==> src/rtl/ppu_pkg.sv <==
// Shared PPU/LCD constants and types used by the display-side blocks.
package ppu_pkg;
  localparam int LCD_W         = 160;
  localparam int LCD_H         = 144;
  localparam int FB_LINE_BYTES = 40;
  localparam int FB_BYTES      = 5760;
  localparam int FB_OFS_W      = 13;
  localparam int FB_ENTRY_W    = 1 + FB_OFS_W + 8;

  typedef enum logic [1:0] {PH_HBLANK, PH_VBLANK, PH_OAM, PH_DRAW} ppu_phase_t;
  typedef enum logic [1:0] {CAP_SYNC, CAP_VBLANK, CAP_CAPTURE, CAP_DRAIN} capture_state_t;

  typedef struct packed {
    logic                bank;
    logic [FB_OFS_W-1:0] ofs;
    logic [7:0]          data;
  } fb_wr_t;
endpackage

==> src/rtl/fb_wr_fifo.sv <==
// Small write FIFO between the pixel packer and the frame buffer port.
// A push into a full FIFO succeeds when a pop happens in the same cycle.
module fb_wr_fifo #(
  parameter int DEPTH = 4,
  parameter int W     = 22
) (
  input  logic         clk,
  input  logic         rst_n,
  input  logic         push_i,
  input  logic [W-1:0] din_i,
  input  logic         pop_i,
  output logic [W-1:0] dout_o,
  output logic         full_o,
  output logic         empty_o
);
  localparam int AW = $clog2(DEPTH);
  localparam logic [AW:0] FULL_CNT = (AW+1)'(DEPTH);

  logic [DEPTH-1:0][W-1:0] mem_q;
  logic [AW-1:0]           wp_q, rp_q;
  logic [AW:0]             cnt_q;
  logic                    do_push, do_pop;

  assign empty_o = (cnt_q == '0);
  assign full_o  = (cnt_q == FULL_CNT);
  assign do_pop  = pop_i & ~empty_o;
  assign do_push = push_i & (~full_o | do_pop);
  assign dout_o  = mem_q[rp_q];

  always_ff @(posedge clk or negedge rst_n) begin
    if (!rst_n) begin
      mem_q <= '0;
      wp_q  <= '0;
      rp_q  <= '0;
      cnt_q <= '0;
    end else begin
      if (do_push) begin
        mem_q[wp_q] <= din_i;
        wp_q        <= wp_q + AW'(1);
      end
      if (do_pop) rp_q <= rp_q + AW'(1);
      cnt_q <= cnt_q + {{AW{1'b0}}, do_push} - {{AW{1'b0}}, do_pop};
    end
  end
endmodule

==> src/rtl/lcd_frame_capture.sv <==
// Captures the PPU pixel stream into a double-buffered 2bpp frame buffer,
// packing four pixels per byte and flipping banks once a frame has drained.
module lcd_frame_capture
  import ppu_pkg::*;
#(
  parameter int FIFO_DEPTH = 4
) (
  input  logic        clk,
  input  logic        rst_n,
  input  logic        lcd_hsync,
  input  logic        lcd_vsync,
  input  logic        lcd_pixel,
  input  logic [1:0]  lcd_color,
  output logic [13:0] fb_addr,
  output logic [7:0]  fb_data,
  output logic        fb_we,
  input  logic        fb_ready,
  output logic        frame_bank,
  output logic        frame_done,
  output logic        line_err,
  output logic        frame_err,
  output logic        ovf_err,
  input  logic        err_clr
);
  localparam logic [7:0]  X_END   = 8'(LCD_W);
  localparam logic [7:0]  Y_END   = 8'(LCD_H);
  localparam logic [12:0] LINE_B  = 13'(FB_LINE_BYTES);
  localparam logic [12:0] OFS_MAX = 13'(FB_BYTES - 1);

  capture_state_t state_q, state_d;
  logic        hs_q, vs_q;
  logic [7:0]  x_q, x_d, y_q, y_d;
  logic [1:0]  cnt_q, cnt_d;
  logic [5:0]  pack_q, pack_d;
  logic [12:0] ptr_q, ptr_d, base_q, base_d;
  logic        bank_q, done_q, lerr_q, ferr_q, oerr_q;

  logic   hs_rise, vs_rise, vs_fall, pix_ok;
  logic   cap_start, cap_en, drain_done;
  logic   push, pop, set_line, set_frame, set_ovf;
  logic   fifo_full, fifo_empty;
  fb_wr_t push_ent, head;

  assign hs_rise = lcd_hsync & ~hs_q;
  assign vs_rise = lcd_vsync & ~vs_q;
  assign vs_fall = ~lcd_vsync & vs_q;
  // A strobe coincident with a sync rise still counts; only strobes inside a blank are ignored.
  assign pix_ok  = lcd_pixel & ~(lcd_hsync & hs_q) & ~(lcd_vsync & vs_q);

  always_ff @(posedge clk or negedge rst_n) begin
    if (!rst_n) state_q <= CAP_SYNC;
    else        state_q <= state_d;
  end

  always_comb begin
    state_d = state_q;
    unique case (state_q)
      CAP_SYNC:    if (vs_rise)    state_d = CAP_VBLANK;
      CAP_VBLANK:  if (vs_fall)    state_d = CAP_CAPTURE;
      CAP_CAPTURE: if (vs_rise)    state_d = CAP_DRAIN;
      CAP_DRAIN:   if (fifo_empty) state_d = CAP_VBLANK;
      default:                     state_d = CAP_SYNC;
    endcase
  end

  always_comb begin
    cap_start  = (state_q == CAP_VBLANK) && vs_fall;
    cap_en     = (state_q == CAP_CAPTURE);
    drain_done = (state_q == CAP_DRAIN) && fifo_empty;
  end

  always_comb begin
    x_d = x_q; y_d = y_q; cnt_d = cnt_q; pack_d = pack_q;
    ptr_d = ptr_q; base_d = base_q;
    push = 1'b0; set_line = 1'b0; set_frame = 1'b0;
    push_ent.bank = bank_q;
    push_ent.ofs  = ptr_q;
    push_ent.data = {pack_q, lcd_color};
    if (cap_start) begin
      x_d = '0; y_d = '0; cnt_d = '0; pack_d = '0; ptr_d = '0; base_d = '0;
    end else if (cap_en) begin
      if (pix_ok) begin
        if (x_q < X_END && y_q < Y_END) begin
          x_d    = x_q + 8'd1;
          cnt_d  = cnt_q + 2'd1;
          pack_d = {pack_q[3:0], lcd_color};
          if (cnt_q == 2'd3) begin
            if (ptr_q <= OFS_MAX) begin
              push  = 1'b1;
              ptr_d = ptr_q + 13'd1;
            end else begin
              set_line = 1'b1;
            end
          end
        end else begin
          set_line = 1'b1;
        end
      end
      // Realigning to the next line base also covers the short-line case.
      if (hs_rise) begin
        if (x_d != X_END || y_q >= Y_END) set_line = 1'b1;
        if (y_q < Y_END) begin
          ptr_d  = base_q + LINE_B;
          base_d = base_q + LINE_B;
        end
        y_d    = (y_q == 8'hFF) ? y_q : y_q + 8'd1;
        x_d    = '0;
        cnt_d  = '0;
        pack_d = '0;
      end
      if (vs_rise && y_d != Y_END) set_frame = 1'b1;
    end
  end

  assign pop     = ~fifo_empty & fb_ready;
  assign set_ovf = push & fifo_full & ~pop;

  always_ff @(posedge clk or negedge rst_n) begin
    if (!rst_n) begin
      hs_q <= 1'b0; vs_q <= 1'b0;
      x_q <= '0; y_q <= '0; cnt_q <= '0; pack_q <= '0;
      ptr_q <= '0; base_q <= '0;
      bank_q <= 1'b0; done_q <= 1'b0;
      lerr_q <= 1'b0; ferr_q <= 1'b0; oerr_q <= 1'b0;
    end else begin
      hs_q <= lcd_hsync; vs_q <= lcd_vsync;
      x_q <= x_d; y_q <= y_d; cnt_q <= cnt_d; pack_q <= pack_d;
      ptr_q <= ptr_d; base_q <= base_d;
      bank_q <= bank_q ^ drain_done;
      done_q <= drain_done;
      lerr_q <= set_line  | (lerr_q & ~err_clr);
      ferr_q <= set_frame | (ferr_q & ~err_clr);
      oerr_q <= set_ovf   | (oerr_q & ~err_clr);
    end
  end

  fb_wr_fifo #(.DEPTH(FIFO_DEPTH), .W(FB_ENTRY_W)) u_fifo (
    .clk     (clk),
    .rst_n   (rst_n),
    .push_i  (push),
    .din_i   (push_ent),
    .pop_i   (pop),
    .dout_o  (head),
    .full_o  (fifo_full),
    .empty_o (fifo_empty)
  );

  assign fb_we      = ~fifo_empty;
  assign fb_addr    = {head.bank, head.ofs};
  assign fb_data    = head.data;
  assign frame_bank = bank_q;
  assign frame_done = done_q;
  assign line_err   = lerr_q;
  assign frame_err  = ferr_q;
  assign ovf_err    = oerr_q;
endmodule

==> config.mk <==
export PLATFORM = sky130hd
export DESIGN_NAME = lcd_frame_capture
export DESIGN_NICKNAME = d
export VERILOG_FILES = /design/src/rtl/ppu_pkg.sv /design/src/rtl/fb_wr_fifo.sv /design/src/rtl/lcd_frame_capture.sv
export SDC_FILE = /design/constraint.sdc
export NUM_CORES = 1
export LEC_CHECK = 0
export CORE_MARGIN = 5
export CORE_UTILIZATION = 40
export DETAILED_ROUTE_END_ITERATION = 7
export PLACE_DENSITY = 0.69
export SLEW_MARGIN = 30
export SYNTH_ARGS = -nofsm -noshare
export SYNTH_HDL_FRONTEND = slang
export SYNTH_SLANG_ARGS = --single-unit
==> constraint.sdc <==
create_clock -name clk -period 2.89 [get_ports clk]
set_clock_uncertainty 0.15 [all_clocks]
set_input_delay 0.578 -clock clk [delete_from_list [all_inputs] [get_ports clk]]
set_output_delay 0.578 -clock clk [all_outputs]
set_load 0.05 [all_outputs]
==> flow_metrics.tcl <==
set metrics [dict create \
    worstReg2RegStart "ptr_q[7]" \
    grt_pass1_wl_microns 28210 \
    antenna_found_initial 0 \
    num_antenna_cells 0 \
    reg2reg_depth 9 \
    clk_latency_ps 430 \
    critPathBufInv 1 \
    slowest_stage "clkdlybuf4s50_1" \
    drive_above_1_share 0.3357 \
    maxSlewViolCount 0 \
    clockBufferDepth 2 \
    drt-initial-drc-count 358 \
    worst_pin_slew_ps 638.8 \
    clock_sinks 151 \
    end_kind "output pin" \
    synth_enable_flop_cells 0 \
    regToRegEndpoint "u_fifo.cnt_q[2]" \
    gp_congestion 0.8485 \
    fp.dieH_microns 150.6 \
    cts_made_buffers 17 \
    drtAntennaViolNets 0 \
    grt_usage 0.1575 \
    finalSetupTns_ps 0 \
    place_hpwl_microns 11830 \
    hold_buffers 0 \
    r2r_setup_slack_ps 130 \
    final_cell_mix "150 x dfrtp_1, 80 x mux2_4, 73 x buf_4, 53 x nand2_1, 43 x o21ai_0" \
    finalHoldViolations 0 \
    crit_arrival_ps 2050 \
    wirelength_microns 16910 \
    max_stage_delay_ps 730 \
    wl_per_cell_microns 17.20 \
    dp.cells 950 \
    ys.flop_type "dfrtp_1" \
    setup_slack_ps 111.1 \
    synth_top_area_frac 0.4782 \
    seq_area_frac_synth 0.4782 \
    path_delay_family "buffers and inverters" \
    ys_warn_count 0 \
    synth_cells 622 \
    die_w_microns 150.6 \
    vias 5178 \
    finalNetCount 732 \
    final_common_cell "dfrtp_1" \
    worst_hold_path_type "in2async" \
    crit_fanout 4 \
    die_area_sq_um 22670 \
    path_clk_slew_ps 70 \
    pin_count 37 \
    grt_pass1_vias 5394 \
    peakVddDrop_uv 446.0 \
    rsz0062_at_grt "false" \
    cp-start-kind "flop" \
    htree_num_levels 4 \
    max_freq_mhz 359.9 \
    leakagePower_uw 0.004341 \
    critical_path.cell_chain "or3_1, clkdlybuf4s50_1" \
    initial_core_util 0.4060 \
    crit_type "reg2out" \
    yosysTopAreaCell "dfrtp_1" \
    period_minus_slack_ps 2779 \
    preCtsSetupSlack_ps -226.8 \
    cp.required_ps 2160 \
    setup_viol 0 \
    cts_tree "built" \
    synthTopCellsByArea "dfrtp_1 48%, mux2_4 15%, mux4_2 6.3%" \
    drtPass1Iterations 4 \
    viasPerCell 5.268 \
    power_density_nw_per_um2 688.6 \
    cts_root_buffer "clkbuf_16" \
    fill_cells 1670 \
    layout.cells.non_filler 983 \
    grt-ovfl-total 0 \
    synth_cell_type_count 64 \
    period_share 0.9616 \
    core_area_sq_um 19460 \
    status "complete, no violations" \
    synthArstFlopShare 1.000 \
    synth_area_sq_um 7903 \
    total_power_uw 6492 \
    drc 0 \
    maxCapViolations 0 \
    area_growth_pct 19.30 \
    grt_max_degree 66 \
    rows 51 \
    max-slew-margin-rel 0.5742 \
    io_buffers 36 \
    ys_ff_latch 151 \
    syn-mean-instance-area_sq_um 12.71 \
    syn_nets 649 \
]
==> cells in the mapped netlist (2+ instances only) <==
cell type  instances
dfrtp_1          151
mux2_4            80
nand2_1           53
o21ai_0           43
a21oi_1           25
nor2_1            24
mux4_2            22
clkbuf_1          19
inv_1             19
ha_1              17
nand3_1           15
xnor2_1           14
and3_1            10
mux2_2             9
nand4_1            9
buf_12             8
or3_1              8
xor2_1             7
and2_1             6
a22o_1             4
a41oi_1            4
and2_4             4
buf_8              4
nor3_1             4
a22oi_1            3
a31oi_1            3
and4_1             3
nor2b_1            3
nor4_1             3
nor4b_1            3
a211oi_1           2
a21o_1             2
a311oi_1           2
a32o_1             2
and4b_1            2
buf_1              2
nand2b_1           2
nor3b_1            2
o22ai_1            2
o311ai_0           2
o31ai_1            2
==> worst max path at each step <==
stage | startpoint | endpoint | slack, ps | depth (start not counted)
2_1_floorplan | lcd_vsync | u_fifo.cnt_q[2] | 40 | 9
3_3_place_gp | lcd_vsync | ptr_q[11] | -220 | 8
3_5_place_dp | lcd_vsync | ptr_q[11] | -230 | 8
4_1_cts | ptr_q[1] | u_fifo.cnt_q[2] | 30 | 10
5_1_grt | lcd_vsync | u_fifo.cnt_q[2] | 10 | 10
6_report | u_fifo.cnt_q[1] | fb_we | 110 | 2
==> area by class of cell <==
type	count	area (sq um)	share of cell area
Timing Repair Buffer	99	929.6	0.09861
Inverter	19	71.32	0.007565
Clock inverter	13	135.1	0.01433
Sequential cell	151	3780	0.4009
Multi-Input combinational cell	417	3737	0.3964
Tap cell	265	331.6	0.03517
Clock buffer	19	442.9	0.04698
==> what timing repair did <==
action | in CTS | in global routing
gates resized for setup | 0 | 1
endpoints found under the setup margin | 0 | 27
setup buffers | 0 | 1
==> where the power goes <==
group / internal [uW] / switching, uW / total, uW
clock: 1230 / 932 / 2170
sequential: 2340 / 276 / 2620
combinational: 724 / 982 / 1710
==> flip-flops by register name, indices dropped and copies added, names as in the netlist, 3 cells and up <==
register	flops
ptr_q	13
u_fifo.cnt_q	3
u_fifo.mem_q	88
base_q	10
y_q	8
x_q	8
pack_q	6
==> cell families (layout without fill, tap and decap cells) <==
family	count (synthesis)	after routing	share of synthesized area
AO/OA/AOI/OAI	108	108	0.08676
XOR/XNOR	21	21	0.02327
adder cells (fa/ha/maj)	18	18	0.02945
buffers and inverters	54	150	0.04892
flip-flops	151	151	0.4782
multiplexers	111	111	0.2275
AND/OR/NAND/NOR	159	159	0.1059
==> metal layers <==
layer / global-route usage / vias up / wire length, microns
li1: - / 2432 / -
met1: 0.2145 / 2649 / 7927
met2: 0.2532 / 84 / 8223
met3: 0.04124 / 13 / 583
met4: 0.03614 / 0 / 176
met5: 0 / - / 0
==> per-stage QoR <==
stage | hold slack [ps] | utilization | area (sq um)
global placement | 316.6 | 0.4543 | 8841
CTS | 15.34 | 0.4840 | 9419
floorplan | 132.4 | - | 7903
global route | 47.26 | 0.4844 | 9428
finish | 13.43 | 0.4844 | 9428
detailed placement | 330.5 | 0.4543 | 8841
Power figures use the tool's default switching activity.
